$ cat src/rtl/fft_bitrev_reorder.sv
// fft_bitrev_reorder
// Takes one frame of 2**N_LOG2 complex FFT results in bit-reversed index order
// and re-emits it in natural order. Two banks form a ping-pong buffer: one bank
// fills while the other drains, so consecutive frames stream without gaps.
// Optional feature macro: FFT_REORDER_FRAME_MARK_EN adds out_last / out_index,
// registered alongside the output data.
`timescale 1ns/1ps

module fft_bitrev_reorder #(
    parameter int N_LOG2 = 4,
    parameter int DATA_W = 16
) (
    input  logic              clk,
    input  logic              reset_n,
    input  logic              in_push,
    input  logic [DATA_W-1:0] in_real,
    input  logic [DATA_W-1:0] in_imag,
    output logic              in_stall,
    output logic              out_push,
    output logic [DATA_W-1:0] out_real,
    output logic [DATA_W-1:0] out_imag,
    input  logic              out_stall
`ifdef FFT_REORDER_FRAME_MARK_EN
    ,
    output logic              out_last,
    output logic [N_LOG2-1:0] out_index
`endif
);

    localparam int N = 1 << N_LOG2;
    localparam logic [N_LOG2-1:0] LAST_IDX = N_LOG2'(N - 1);

    logic [2*DATA_W-1:0] r_mem [2][N];
    logic [1:0]          r_full;
    logic                r_wbank;
    logic                r_rbank;
    logic [N_LOG2-1:0]   r_widx;
    logic [N_LOG2-1:0]   r_ridx;

    logic                w_wr;
    logic                w_ld;
    logic                w_wrLast;
    logic                w_rdLast;
    logic [N_LOG2-1:0]   w_wrAddr;
    logic [2*DATA_W-1:0] w_rdWord;
    logic [1:0]          w_fullNext;

    // Reverse the bit order of an index within the frame.
    function automatic logic [N_LOG2-1:0] bitrev(input logic [N_LOG2-1:0] idx);
        logic [N_LOG2-1:0] rev;
        rev = '0;
        for (int b = 0; b < N_LOG2; b++) begin
            rev[b] = idx[N_LOG2-1-b];
        end
        return rev;
    endfunction

    // Stall depends only on registered bank state, never on out_stall.
    assign in_stall = r_full[r_wbank];
    assign w_wr     = in_push & ~r_full[r_wbank];
    assign w_wrLast = w_wr & (r_widx == LAST_IDX);
    assign w_wrAddr = bitrev(r_widx);

    // The output register may load when a full bank is waiting and the
    // register is either empty or being consumed this cycle.
    assign w_ld     = r_full[r_rbank] & (~out_push | ~out_stall);
    assign w_rdLast = w_ld & (r_ridx == LAST_IDX);
    assign w_rdWord = r_mem[r_rbank][r_ridx];

    // Sample storage: arriving sample k lands at natural position bitrev(k).
    always_ff @(posedge clk) begin
        if (w_wr) begin
            r_mem[r_wbank][w_wrAddr] <= {in_real, in_imag};
        end
    end

    // Bank-full flags: writer sets its bank, reader clears its bank; they
    // always target different banks so both updates can apply together.
    always_comb begin
        w_fullNext = r_full;
        if (w_rdLast) begin
            w_fullNext[r_rbank] = 1'b0;
        end
        if (w_wrLast) begin
            w_fullNext[r_wbank] = 1'b1;
        end
    end

    // Full-flag register.
    always_ff @(posedge clk or negedge reset_n) begin
        if (!reset_n) begin
            r_full <= 2'b00;
        end else begin
            r_full <= w_fullNext;
        end
    end

    // Write pointer: advance per accepted sample, switch bank at frame end.
    always_ff @(posedge clk or negedge reset_n) begin
        if (!reset_n) begin
            r_widx  <= '0;
            r_wbank <= 1'b0;
        end else if (w_wr) begin
            r_widx <= r_widx + 1'b1;
            if (w_wrLast) begin
                r_wbank <= ~r_wbank;
            end
        end
    end

    // Read pointer: advance per load, switch bank after the last entry.
    always_ff @(posedge clk or negedge reset_n) begin
        if (!reset_n) begin
            r_ridx  <= '0;
            r_rbank <= 1'b0;
        end else if (w_ld) begin
            r_ridx <= r_ridx + 1'b1;
            if (w_rdLast) begin
                r_rbank <= ~r_rbank;
            end
        end
    end

    // Output register stage: load new data, drop valid when consumed, hold under stall.
    always_ff @(posedge clk or negedge reset_n) begin
        if (!reset_n) begin
            out_push <= 1'b0;
            out_real <= '0;
            out_imag <= '0;
        end else if (w_ld) begin
            out_push <= 1'b1;
            out_real <= w_rdWord[2*DATA_W-1:DATA_W];
            out_imag <= w_rdWord[DATA_W-1:0];
        end else if (!out_stall) begin
            out_push <= 1'b0;
        end
    end

`ifdef FFT_REORDER_FRAME_MARK_EN
    // Frame markers travel with the data: natural bin number and last-bin flag.
    always_ff @(posedge clk or negedge reset_n) begin
        if (!reset_n) begin
            out_last  <= 1'b0;
            out_index <= '0;
        end else if (w_ld) begin
            out_last  <= (r_ridx == LAST_IDX);
            out_index <= r_ridx;
        end
    end
`endif

endmodule

$ cat config.mk
export PLATFORM = sky130hd
export DESIGN_NAME = fft_bitrev_reorder
export DESIGN_NICKNAME = d
export VERILOG_FILES = /design/src/rtl/fft_bitrev_reorder.sv
export SDC_FILE = /design/constraint.sdc
export NUM_CORES = 1
export LEC_CHECK = 0
export ABC_AREA = 1
export CAP_MARGIN = 20
export CELL_PAD_IN_SITES_DETAIL_PLACEMENT = 0
export CELL_PAD_IN_SITES_GLOBAL_PLACEMENT = 1
export CORE_ASPECT_RATIO = 0.7
export CORE_MARGIN = 1
export CORE_UTILIZATION = 50
export CTS_CLUSTER_DIAMETER = 200
export DETAILED_ROUTE_END_ITERATION = 6
export PLACE_DENSITY_LB_ADDON = 0.15
export SLEW_MARGIN = 20
export SYNTH_ARGS = -nofsm -noshare
export SYNTH_HDL_FRONTEND = slang
export SYNTH_SLANG_ARGS = --single-unit
export TNS_END_PERCENT = 5
$ cat constraint.sdc
create_clock -name clk -period 4.1 [get_ports clk]
set_input_delay 0.41 -clock clk [delete_from_list [all_inputs] [get_ports clk]]
set_output_delay 0.41 -clock clk [all_outputs]
set_load 0.02 [all_outputs]
==> results.py <==
metrics = {
    "outcome": {
        "status": "complete, no violations",
    },
    "cts": {
        "ctsResizeCount": 0,
        "cts-root-buf": "clkbuf_16",
        "cts.sinks": 1069,
        "clk_pin_slew_ps": 60,
        "cts_buffer_depth": 3,
        "cts_tree": "built",
        "cts_setup_buffers": 0,
        "numCtsBuffers": 103,
        "clkLatencyLatePin_ps": 690,
        "htree_levels": 3,
    },
    "power_and_ir_drop": {
        "total_leakage_power_nw": 20.0,
        "power_density_nw_per_um2": 675,
        "peakVddDrop_v": 0.000534,
    },
    "timing": {
        "setup_slack_ps": 1280,
        "setup_violations": 0,
        "tns_ps": 0,
        "grt_setup_unrepaired": "false",
        "slew_viol_final": 0,
        "hold_viol": 0,
        "fmax_mhz": 354,
        "period_share_pct": 68.8,
        "relSlewSlack_pct": 20.4,
        "tightest_slew_ps": 1190,
        "hold_slack_ps": 104,
        "skew_ps": 21.5,
        "min_period_ps": 2820,
    },
    "placed_design": {
        "dp_slack_ps": 1170,
        "hpwl_mm": 64.2,
        "gp_congestion": 0.790,
        "port_buffers": 69,
        "placed_cell_area_sq_um": 46900,
    },
    "synth": {
        "ys_ff_latch": 1069,
        "synth_top_area_share_pct": 69.1,
        "synth_seq_area_share_pct": 71.6,
        "synthDistinctLibCells": 21,
        "avgSynthCellArea_sq_um": 10.8,
        "syn_area_sq_um": 44500,
        "syn_nets": 4151,
        "synth_warnings": 0,
        "synth_area_leader_cell": "edfxtp_1",
        "synthCells": 4110,
        "yosys-top-cells-area": "edfxtp_1 (69%), nand2_1 (12%), nand3_1 (6.9%)",
    },
    "job": {
        "cap_violations": 0,
    },
    "drt": {
        "routed_wl_mm": 126,
        "via_count": 29307,
        "ant_nets": 0,
        "routedWlPerCell_microns": 23.3,
        "drt-pass1-iter-count": 5,
        "drtIter0Drc": 3368,
        "viasPerCell": 5.41,
        "drc": 0,
    },
    "floorplan": {
        "die_y_microns": 252,
        "io_pins": 70,
        "dieWidth_microns": 359,
        "fp.coreArea_sq_um": 88100,
        "start_util_pct": 50.5,
        "num_rows": 91,
        "die_area_sq_um": 90200,
    },
    "final_layout": {
        "area_delta_synth_final_pct": 12.9,
        "final_area_sq_um": 50200,
        "nets": 4204,
        "drive_above_1_share_pct": 7.55,
        "final_cell_mix": "nand2_1 (1423), edfxtp_1 (1024), nand3_1 (613)",
        "num_antenna_cells": 0,
        "final_common_cell": "nand2_1",
    },
    "grt": {
        "track_usage_pct": 28.2,
        "grt_pass1_vias": 26968,
        "grt_remaining_overflow": 0,
        "grt_pass1_wl_mm": 185,
        "grt_max_degree": 174,
        "antenna_found_initial": 1,
    },
    "worst_setup_path": {
        "end_kind": "flip-flop",
        "path_class": "reg -> reg",
        "rr_endpoint": "out_imag[9]",
        "reg2reg_slack_ps": 1280,
        "r2r-start": "r_rbank",
        "rr_worst_depth": 10,
        "cp_max_fo": 72,
        "timing.critical_path.mode_cell": "nand2_1",
        "worst-path-buf-inv": 2,
        "cp-start-kind": "flip-flop",
        "crit_start": "r_rbank",
        "slowest_stage": "dfrtp_4",
        "crit_family": "flip-flops",
        "arrival_ps": 3380,
        "cp_cell_sequence": "inv_8 -> buf_12 -> nand2_1 -> nand3_1 -> nand3_1 -> nand2_1 -> nor2_1 -> nand2_1 -> nand3_1 -> nand2_1",
        "crit_required_ps": 4660,
        "cpPeakStageDelay_ps": 940,
    },
    "min_path": {
        "hp-class": "in -> async",
    },
}
[synthesized netlist by cell type]
cell type	n
buf_4	8
nand2_2	1
a21oi_1	65
edfxtp_1	1024
inv_1	429
clkinv_1	2
buf_1	26
nor3_1	24
nand3_1	613
o21ai_0	37
o21ai_1	3
xor2_1	7
ha_1	5
buf_6	2
clkbuf_1	72
buf_2	114
nand4_1	1
nand2_1	1424
dfrtp_1	45
inv_2	4
nor2_1	204
[power by group]
part           switching [mW]  total [mW]  internal [mW]
registers               0.606        13.4           12.7
clock network            4.14        9.69           5.55
logic                    7.79        10.8           3.04
total                    12.5        33.9           21.3
[stage by stage]
step                util (%)  power, mW  std cells
global route            57.0       35.5       5413
floorplan                  -       20.1       4110
finish                  57.0       33.9       5413
global placement        53.2       24.3       5217
CTS                     57.1       34.0       5413
detailed placement      53.2       24.3       5219
[worst register-to-register path, cell delays in order (launching register included)]
cell,delay [ps]
dfrtp_4,940
inv_8,400
buf_12,400
nand2_1,170
nand3_1,60
nand3_1,100
nand2_1,70
nor2_1,310
nand2_1,90
nand3_1,100
nand2_1,60
[sequential cells by signal, indices dropped and copies added, names as in the netlist]
name,flops
r_full,2
out_push,1
out_imag,16
out_real,16
r_rbank,1
r_mem,1024
r_ridx,4
r_widx,4
r_wbank,1
[worst max path at each step]
stage / to / slack [ps] / cells past startpoint
after floorplan: r_mem[0][100] / 190 / 7
after global placement: r_mem[0][12] / 1170 / 9
after detailed placement: r_mem[0][12] / 1170 / 9
after CTS: out_imag[9] / 1360 / 10
after global routing: out_imag[12] / 1190 / 10
final: out_imag[9] / 1280 / 10
[area by class of cell]
class,instances,area (sq um)
tap,1162,1450
sequential,1069,31900
timing repair buffer,170,1640
clock inverter,57,596
multi-input combinational,2384,10100
fill,7387,37900
clock buffer,136,2830
inverter,435,1650
[what timing repair did]
action                     in CTS  in global routing
hold endpoints to repair       45                  0
setup endpoints to repair       0                  0
hold buffers                    1                  0
[cell families after synthesis]
logic type                 Yosys count  share of synthesized area [%]
DFF                               1069                           71.6
buffers and inverters              657                           5.96
and+or+nand+nor                   2267                           20.9
adders and majority gates            5                          0.141
AOI/OAI and AO/OA                  105                           1.18
xor gates and xnor gates             7                          0.138
[routing by layer]
layer,part of all wire (%),track usage [%],wire length [microns],vias up
li1,-,-,-,13717
met1,47,44.7,59100,14282
met2,43,41.1,54500,1134
met3,7.9,4.43,9930,174
met4,1.9,5.96,2380,0
met5,0,0,0,-
Power figures use the tool's default switching activity.
